<file path="config.mk">
export PLATFORM = sky130hd
export DESIGN_NAME = vec_mag_stream_core
export DESIGN_NICKNAME = d
export VERILOG_FILES = /design/src/rtl/vec_mag_stream_core.sv
export SDC_FILE = /design/constraint.sdc
export NUM_CORES = 1
export LEC_CHECK = 0
export BUFFER_PORTS_ARGS = -buffer_cell sky130_fd_sc_hd__buf_2
export CAP_MARGIN = 20
export CORE_UTILIZATION = 25
export CTS_BUF_LIST = sky130_fd_sc_hd__clkbuf_4 sky130_fd_sc_hd__clkbuf_8
export CTS_CLUSTER_DIAMETER = 50
export DETAILED_ROUTE_END_ITERATION = 6
export MAX_ROUTING_LAYER = met4
export PLACE_DENSITY = 0.37
export SLEW_MARGIN = 5
export SYNTH_ARGS = -nofsm -noshare
export SYNTH_HDL_FRONTEND = slang
export SYNTH_SLANG_ARGS = --single-unit
</file>
<file path="constraint.sdc">
create_clock -name clk -period 6.4 [get_ports clk]
set_input_delay 1.6 -clock clk [delete_from_list [all_inputs] [get_ports clk]]
set_output_delay 1.6 -clock clk [all_outputs]
set_load 0.005 [all_outputs]
</file>
<file path="src/rtl/vec_mag_stream_core.sv">
// vec_mag_stream_core: streaming vector magnitude sqrt(x^2 + y^2) for signed (x, y) pairs.
// The sample is squared in one cycle. A restoring square root then takes COORD_WIDTH cycles.
// The result is held on the output until downstream accepts it.
// Build option: define VEC_MAG_ROUND_EN to round the result to nearest.
// Without it the result is floor(sqrt(S)).
module vec_mag_stream_core #(
    parameter int COORD_WIDTH = 8
) (
    input  logic                     clk,
    input  logic                     rst_n,
    input  logic                     core_reset_i,
    input  logic                     aclk_en_i,
    input  logic                     s_tvalid_i,
    output logic                     s_tready_o,
    input  logic [2*COORD_WIDTH-1:0] s_tdata_i,
    output logic                     m_tvalid_o,
    input  logic                     m_tready_i,
    output logic [COORD_WIDTH-1:0]   m_tdata_o,
    output logic                     busy_o,
    output logic [31:0]              data_processed_cnt_o,
    output logic                     overflow_x_o,
    output logic                     overflow_y_o
);
    localparam int W  = COORD_WIDTH;
    localparam int RW = W + 2;
    localparam int CW = $clog2(W + 1);
    localparam logic [W-1:0]  MIN_VAL  = {1'b1, {(W-1){1'b0}}};
    localparam logic [W-1:0]  MAX_VAL  = {1'b0, {(W-1){1'b1}}};
    localparam logic [CW-1:0] LAST_BIT = CW'(W - 1);

    typedef enum logic [1:0] {IDLE, SQUARE, ROOT, OUT} state_t;

    state_t          r_state;
    logic [W-1:0]    r_ax;
    logic [W-1:0]    r_ay;
    logic [2*W-1:0]  r_sq;
    logic [RW-1:0]   r_rem;
    logic [W-1:0]    r_root;
    logic [CW-1:0]   r_bit;
    logic            r_tvalid;
    logic [W-1:0]    r_tdata;
    logic [31:0]     r_cnt;

    logic [W-1:0]    w_x;
    logic [W-1:0]    w_y;
    logic            w_x_min;
    logic            w_y_min;
    logic [W-1:0]    w_ax;
    logic [W-1:0]    w_ay;
    logic            w_accept;
    logic [2*W-1:0]  w_sq;
    logic [RW+1:0]   w_trial;
    logic [RW+1:0]   w_test;
    logic [RW-1:0]   w_rem_next;
    logic [W-1:0]    w_root_next;
    logic [W-1:0]    w_result;

    assign w_x      = s_tdata_i[W-1:0];
    assign w_y      = s_tdata_i[2*W-1:W];
    assign w_x_min  = (w_x == MIN_VAL);
    assign w_y_min  = (w_y == MIN_VAL);

    assign s_tready_o   = rst_n & (r_state == IDLE) & aclk_en_i & ~core_reset_i;
    assign w_accept     = s_tvalid_i & s_tready_o;
    assign overflow_x_o = w_accept & w_x_min;
    assign overflow_y_o = w_accept & w_y_min;

    assign m_tvalid_o           = r_tvalid;
    assign m_tdata_o            = r_tdata;
    assign busy_o               = (r_state != IDLE);
    assign data_processed_cnt_o = r_cnt;

    assign w_sq = ({{W{1'b0}}, r_ax} * {{W{1'b0}}, r_ax})
                + ({{W{1'b0}}, r_ay} * {{W{1'b0}}, r_ay});

    // Absolute value of each coordinate; the most negative code saturates to the max positive
    always_comb begin
        w_ax = w_x;
        w_ay = w_y;
        if (w_x_min)     w_ax = MAX_VAL;
        else if (w_x[W-1]) w_ax = -w_x;
        if (w_y_min)     w_ay = MAX_VAL;
        else if (w_y[W-1]) w_ay = -w_y;
    end

    // One restoring square-root step: bring down the next two radicand bits and try to subtract 4*root+1
    always_comb begin
        w_trial     = {r_rem, r_sq[2*W-1 -: 2]};
        w_test      = {2'b00, r_root, 2'b01};
        w_rem_next  = w_trial[RW-1:0];
        w_root_next = {r_root[W-2:0], 1'b0};
        if (w_trial >= w_test) begin
            w_rem_next  = RW'(w_trial - w_test);
            w_root_next = {r_root[W-2:0], 1'b1};
        end
    end

`ifdef VEC_MAG_ROUND_EN
    // The final remainder is S - root^2. Round up when it exceeds root.
    assign w_result = (w_rem_next > {2'b00, w_root_next}) ? (w_root_next + W'(1)) : w_root_next;
`else
    assign w_result = w_root_next;
`endif

    // Control FSM and datapath registers; soft reset wins over the clock enable
    always_ff @(posedge clk or negedge rst_n) begin
        if (!rst_n) begin
            r_state  <= IDLE;
            r_ax     <= '0;
            r_ay     <= '0;
            r_sq     <= '0;
            r_rem    <= '0;
            r_root   <= '0;
            r_bit    <= '0;
            r_tvalid <= 1'b0;
            r_tdata  <= '0;
            r_cnt    <= '0;
        end else if (core_reset_i) begin
            r_state  <= IDLE;
            r_bit    <= '0;
            r_tvalid <= 1'b0;
            r_tdata  <= '0;
            r_cnt    <= '0;
        end else if (aclk_en_i) begin
            case (r_state)
                IDLE: begin
                    if (w_accept) begin
                        r_ax    <= w_ax;
                        r_ay    <= w_ay;
                        r_state <= SQUARE;
                    end
                end
                SQUARE: begin
                    r_sq    <= w_sq;
                    r_rem   <= '0;
                    r_root  <= '0;
                    r_bit   <= '0;
                    r_state <= ROOT;
                end
                ROOT: begin
                    r_sq   <= {r_sq[2*W-3:0], 2'b00};
                    r_rem  <= w_rem_next;
                    r_root <= w_root_next;
                    r_bit  <= r_bit + CW'(1);
                    if (r_bit == LAST_BIT) begin
                        r_tvalid <= 1'b1;
                        r_tdata  <= w_result;
                        r_state  <= OUT;
                    end
                end
                OUT: begin
                    if (m_tready_i) begin
                        r_tvalid <= 1'b0;
                        r_tdata  <= '0;
                        r_cnt    <= r_cnt + 32'd1;
                        r_state  <= IDLE;
                    end
                end
                default: r_state <= IDLE;
            endcase
        end
    end

endmodule
</file>
# After elaboration in Yosys (flattened, before gate mapping)
# Index checks and enable logic that the tools add are counted.
# totals
latchBits	0
elab_cells	81
memories	0
ramBits	0
inputBits	22
rom_bits	0
out_inout_bits	45
ff_bits	97
# op_classes
order_cmp	1
shifts	0
multipliers	2
n_mux	32
div	0
n_eq_ne	9
n_addsub	6
n_reduce_logical	14
n_bitwise	7
# op_table
cell	count
$mux W32	4
$mux W8	8
$add A32 B1 Y32 const B	1
$mul A8 B8 Y16	2
$pmux W16 S2	1
$pmux W8 S2	2
$pmux W10 S2	1
$add A16 B16 Y16	1
$eq A8 B8 Y1 const B	2
$neg A8 Y8	2
$ge A12 B10 Y1	1
$reduce_and A4 Y1	3
$mux W10	1
$mux W2	5
$reduce_bool A2 Y1	5
$sub A10 B10 Y10	1
$ne A3 B3 Y1 const B	3
$mux W4	2
$pmux W2 S4	1
$pmux W4 S2	1
$and A1 B1 Y1	6
$reduce_and A3 Y1	2
$reduce_bool A3 Y1	2
$mux W1	5
8 further kinds	9

# Longest topological paths before layout
# Gate-level depths: netlist of the first run.
# logic_depth
ltp_word	9
mapped_depth	21
mapped_depth_nobuf	20

# Worst setup path before layout of the first run
# OpenSTA, ideal clock, no wires.
# synth_timing
kind	register -> register
start	register r_ay[2]
end	register r_sq[12]
path_buffers	1
period_less_slack_ps	5413
setup_ps	142
stages_incl_launch_ff	18
path_slack_ps	987
t_required_ps	6258
arrival_ps	5271
cell_sequence	dfrtp_1 > clkbuf_1 > nand2_1 > fa_1 > inv_1 > fa_1 > fa_1 > fa_1 > fa_1 > inv_1 > fa_1 > inv_1 > ha_1 > a2111oi_0 > o21ai_0 > a41oi_1 > xor2_1 > o221ai_1
# synth_between
elab_chain_cells	3
# synth_rtl
item	line	source
from (decl)	35	logic [W-1:0] r_ay;
from (signal assigned)	129	r_ay <= w_ay;
$mul A8 B8 Y16	74	+ ({{W{1'b0}}, r_ay} * {{W{1'b0}}, r_ay});
$add A16 B16 Y16	74	
$pmux W16 S2	125	case (r_state)
to (signal assigned)	134	r_sq <= w_sq;
to (signal assigned)	141	r_sq <= {r_sq[2*W-3:0], 2'b00};
to (decl)	36	logic [2*W-1:0] r_sq;
# No other way between the ends.
# A chain may end at the register's enable or synchronous reset.

# Worst setup path in the final report of the first run
# layout_timing
start	register r_ay[5]
end	register r_sq[12]
# Same word-level chain as after synthesis.

==> results of run 1 <==
==> worst max-delay path, delay by kind of cell (launching register included) <==
kind | cells | cell delay (ps)
AOI/OAI and AO/OA | 4 | 1040
xor gates and xnor gates | 1 | 170
adders and majority gates | 7 | 3380
buffers and inverters | 3 | 260
DFF | 1 | 490
and+or+nand+nor | 1 | 230
==> routing by layer <==
layer  vias to the layer above  track usage (%)
met1                      2951            16.68
li1                       3098                -
met4                         0            2.754
met5                         -                -
met2                        79            20.48
met3                         7            2.035
==> layout by cell type (no fill, tap or decap), types with 4 or more instances in the layout <==
master      n
o31ai_1     4
and3_1     12
inv_1     111
nand3_1    26
xnor2_1    25
clkbuf_8    9
dfrtp_1    97
o21ai_0    50
a21oi_1    28
nand2b_1   10
o21ai_1     5
ha_1       71
a211oi_1    9
fa_1       75
o221ai_1    4
nand2_1   114
a22oi_1     5
and2_1     34
nand4_1     8
or3_1       4
mux2i_1    16
a32oi_1     4
nor2_1     60
nor2b_1    14
nor3_1     10
buf_2      65
a21o_1      8
o21a_1      5
buf_4      10
xor2_1     38
==> cell usage after synthesis (8+ instances only) <==
cell,number
nand2_1,114
inv_1,111
dfrtp_1,97
fa_1,75
ha_1,71
nor2_1,60
o21ai_0,50
xor2_1,38
and2_1,34
clkbuf_1,31
a21oi_1,28
nand3_1,26
xnor2_1,25
mux2i_1,16
nor2b_1,14
and3_1,12
nand2b_1,10
nor3_1,10
a211oi_1,9
a21o_1,8
nand4_1,8
==> registers in the layout, summed over array words and instances, names as in the netlist <==
signal	flops
r_bit	4
r_sq	16
r_ay	8
data_processed_cnt_o	32
r_ax	8
r_state	2
m_tvalid_o	1
r_root	8
m_tdata_o	8
r_rem	10
==> cell type report <==
class                      instances  area, µm²
fill                            3589      23390
multi-input combinational        673       5477
sequential                        97       2427
tap                              442      553.0
inverter                         111      416.7
timing repair buffer              75      400.4
clock buffer                      11      138.9
clock inverter                     5      63.81
==> per-stage QoR <==
stage	instances	setup WS (ps)	instance area [µm²]	utilization, %	hold WS [ps]
floorplan	914	986.8	8452	-	449.6
global placement	1398	821.2	9274	28.22	465.1
CTS	1414	651.0	9477	28.83	495.4
global route	1414	222.9	9477	28.83	523.5
detailed placement	1398	652.3	9274	28.22	469.2
finish	1414	723.3	9477	28.83	482.0
==> kinds of logic (layout without fill, tap and decap cells) <==
logic type / after synthesis / after routing / share of synthesized area (%)
buffers and inverters: 144 / 202 / 6.484
flip-flops: 97 / 97 / 28.72
XOR/XNOR: 63 / 63 / 6.529
AND/OR/NAND/NOR: 304 / 304 / 17.01
multiplexers: 18 / 18 / 2.161
AO/OA/AOI/OAI: 142 / 142 / 10.82
adder cells (fa/ha/maj): 146 / 146 / 28.28
==> final timing paths <==
| kind | start | to | slack [ps] |
|---|---|---|---|
| worst max-delay path | r_ay[5] | r_sq[12] | 720 |
| worst min-delay path | m_tdata_o[1] | m_tdata_o[1] | 480 |
| worst max register to register | r_ay[5] | r_sq[12] | 720 |
| worst min register to register | m_tdata_o[1] | m_tdata_o[1] | 480 |
| max in group asynchronous | rst_n | data_processed_cnt_o[24] | 3890 |
| min in group asynchronous | rst_n | r_root[6] | 1280 |
==> results.yml, run 1 <==
global_route:
  grt_pass1_vias: 6207
  antenna_found_initial: 0
  track_usage_pct: 12.70
  grt_max_degree: 59
  overflow: 0
  grt_pass1_wl_mm: 33.06
route:
  drc_errors: 0
  met1_length_mm: 10.07
  vias: 6135
  top_layer_used: "met4"
  drt_first_pass_iters: 5
  wl_met3_um: 529
  wl_per_cell_um: 14.35
  first_iter_violations: 257
  met2WireLength_mm: 9.532
  vias_per_cell: 4.339
  ant_nets: 0
  routed_wl_mm: 20.29
timing:
  finalHoldViolCount: 0
  fmax_mhz: 176.2
  tns_ps: 0
  slew_violations: 0
  slew_headroom_pct: 30.28
  period_share_pct: 88.70
  fin_crit_ps: 5677
  rsz0062_at_grt: "false"
  skew_ps: 17.99
  setup_viol: 0
  worstMarginPinSlew_ps: 1046
job:
  maxCapViolations: 0
die:
  die_w_um: 185.9
  core_area_um2: 32870
  rows: 66
  dieArea_um2: 34550
  ios: 67
  start_util_pct: 25.72
  die_y_um: 185.9
logic_synthesis:
  synth.top_cell.area_share_pct: 28.72
  syn_nets: 1082
  avgSynthCellArea_um2: 9.247
  synth_area_leaders: "dfrtp_1 (29%), fa_1 (18%), ha_1 (11%), nand2_1 (5.1%), inv_1 (4.9%)"
  ys_warn_count: 0
  syn_area_um2: 8452
  synth_top_area_cell: "dfrtp_1"
  synthArstFlopShare_pct: 100.0
  synth_seq_cells: 97
  synth_ff_type: "dfrtp_1"
  syn_inst: 914
  synth-seq-area-share_pct: 28.72
  yosysUniqueCellTypes: 53
  synth_edf_count: 0
cts:
  numCtsBuffers: 9
  post_cts_resized: 0
  cts-htree-levels: 3
  cts_hold_buf: 0
  insertion_delay_ps: 390
  cts.sinks: 97
  cts-root-buf: "clkbuf_8"
  path_clk_slew_ps: 100
  cts_tree: "done"
  clockBufferDepth: 2
  postCtsSetupBuffers: 0
critical_path:
  slowest_delay_ps: 540
  slowest_stage: "fa_1"
  worstPathRequired_ps: 6670
  crit_type: "reg2reg"
  crit_chain: "inv_1 -> nor2_1 -> fa_1 -> fa_1 -> fa_1 -> fa_1 -> fa_1 -> inv_1 -> fa_1 -> inv_1 -> ha_1 -> a2111oi_0 -> o21ai_0 -> a41oi_1 -> xor2_1 -> o221ai_1"
  cp-end-kind: "flip-flop"
  start_kind: "flip-flop"
  crit_fanout: 8
  worstRegToRegCells: 16
  crit_top_cell: "fa_1"
  crit_arrival_ps: 5950
layout:
  fin_nets: 1135
  drive_above_1_share_pct: 10.29
  diodes: 0
  area_growth_pct: 12.12
hold_path:
  hold_class: "reg2reg"
  whs_path_depth: 2
placed_design:
  place_congestion: 0.7665
  hpwl_mm: 16.17
  port_buffers: 66
outcome:
  status: "finished, final reports clean"
Power of run 1 is left out: the tool's default activity adds up to more than one toggle a clock period on the data nets, which glitch-free logic cannot reach.
==> run 2, diff against run 1 <==
--- a/config.mk
+++ b/config.mk
@@ -5,14 +5,14 @@
 export SDC_FILE = /design/constraint.sdc
 export NUM_CORES = 1
 export LEC_CHECK = 0
-export BUFFER_PORTS_ARGS = -buffer_cell sky130_fd_sc_hd__buf_2
 export CAP_MARGIN = 20
 export CORE_UTILIZATION = 25
 export CTS_BUF_LIST = sky130_fd_sc_hd__clkbuf_4 sky130_fd_sc_hd__clkbuf_8
 export CTS_CLUSTER_DIAMETER = 50
 export DETAILED_ROUTE_END_ITERATION = 6
+export DONT_BUFFER_PORTS = 1
 export MAX_ROUTING_LAYER = met4
-export PLACE_DENSITY = 0.37
+export PLACE_DENSITY = 0.35
 export SLEW_MARGIN = 5
 export SYNTH_ARGS = -nofsm -noshare
 export SYNTH_HDL_FRONTEND = slang
==> run 2 against run 1 <==
Compared with the run above:
- global-route usage is 0.16 points lower
- via count is 5.2% lower
- sequential cell count stayed put
- first-iteration DRC count is 34% lower
- worst setup slack worse by 38 ps
- maximum frequency is 0.66% lower
- highest routed layer unchanged
==> results.yml, run 2 (same netlist as run 1, synthesis figures left out) <==
outcome:
  status: "finished, final reports clean"
global_route:
  gr-usage-met3_pct: 2.211
  gr-usage-met1_pct: 17.06
  grt_pass1_vias: 6163
  antenna_found_initial: 0
  grt_pass1_wl_mm: 32.78
  grt_busiest_layer: "met2"
  overflow: 0
  track_usage_pct: 12.54
  met2_usage_pct: 19.34
  grt_max_degree: 99
layout:
  area_growth_pct: 7.683
  nFillCells: 3603
  diodes: 0
  multi_input_area_um2: 5477
  drive_above_1_share_pct: 3.326
  fin_nets: 1065
  final_area_um2: 9101
  regArea_um2: 2427
  layout_common_cells: "nand2_1 (114), inv_1 (111), dfrtp_1 (97)"
  largest_reg_flops: 32
  mostFrequentLayoutCell: "nand2_1"
critical_path:
  worstPathRequired_ps: 6680
  crit_start: "r_ay[5]"
  start_kind: "flip-flop"
  crit_type: "reg2reg"
  crit_arrival_ps: 5990
  cp-end-kind: "flip-flop"
  reg2reg_from: "r_ay[5]"
  crit_fanout: 8
timing:
  slew_violations: 0
  tns_ps: 0
  fmax_mhz: 175.0
  finalHoldViolCount: 0
  slew_headroom_pct: 28.03
  worstMarginPinSlew_ps: 1080
  setup_viol: 0
  fin_crit_ps: 5715
  period_share_pct: 89.29
  skew_ps: 23.07
  fin_ws_ps: 685.3
  rsz0062_at_grt: "false"
cts:
  post_cts_resized: 0
  cts_hold_buf: 0
  clockBufferDepth: 2
  cts-htree-levels: 3
  path_clk_slew_ps: 120
  postCtsSetupBuffers: 0
  cts_tree: "done"
  insertion_delay_ps: 400
  cts-root-buf: "clkbuf_8"
  cts.sinks: 97
  numCtsBuffers: 9
placed_design:
  port_buffers: 0
  place_congestion: 0.7169
  dp_slack_ps: 613.7
  hpwl_mm: 15.52
  placedInstanceArea_um2: 8911
route:
  vias_per_cell: 4.329
  drt_first_pass_iters: 4
  wl_per_cell_um: 14.85
  routed_wl_mm: 19.95
  first_iter_violations: 169
  drc_errors: 0
  vias: 5818
  ant_nets: 0
die:
  ios: 67
  rows: 66
  dieArea_um2: 34550
  core_area_um2: 32870
  start_util_pct: 25.72
  die_w_um: 185.9
  die_y_um: 185.9
job:
  maxCapViolations: 0
hold_path:
  holdCritStartpoint: "r_sq[7]"
  hold_class: "reg2reg"
-- run 2: layer usage --
layer  up-vias  part of all wire (%)
met1      2787                    51
met2        77                    45
met3         8                   3.0
li1       2946                     -
met4         0                  0.91
met5         -                     0
-- run 2: final cells by class --
cell class	count	share of cell area, %
flip-flops and latches	97	26.67
clock buffers	11	1.595
multi-input cells	673	60.17
repair buffers	5	0.4124
inverters	111	4.578
clock inverters	5	0.4949
well taps	442	6.076
-- run 2: final timing paths --
path	endpoint	slack [ps]	depth (start not counted)
max	r_sq[12]	690	16
min	r_sq[7]	490	2
max reg2reg	r_sq[12]	690	16
min reg2reg	r_sq[7]	490	2
max in group asynchronous	r_ax[5]	5280	0
min in group asynchronous	r_rem[8]	880	0
-- run 2: worst max-delay path, cell delays in order, from the launching register on --
cell and delay (ps):
dfrtp_1 470, inv_1 180, nor2_1 260, fa_1 490, fa_1 520, fa_1 530, fa_1 460, fa_1 520
inv_1 50, fa_1 520, inv_1 40, ha_1 350, a2111oi_0 360, o21ai_0 250, a41oi_1 290, xor2_1 180
o221ai_1 120
-- run 2: through the flow --
step	hold slack [ps]	util [%]	instances
detailed placement	474.1	27.11	1328
global route	514.1	27.69	1344
floorplan	449.6	-	914
CTS	498.8	27.69	1344
global placement	468.3	27.11	1328
finish	490.8	27.69	1344
Power of run 2 is left out for the same reason.
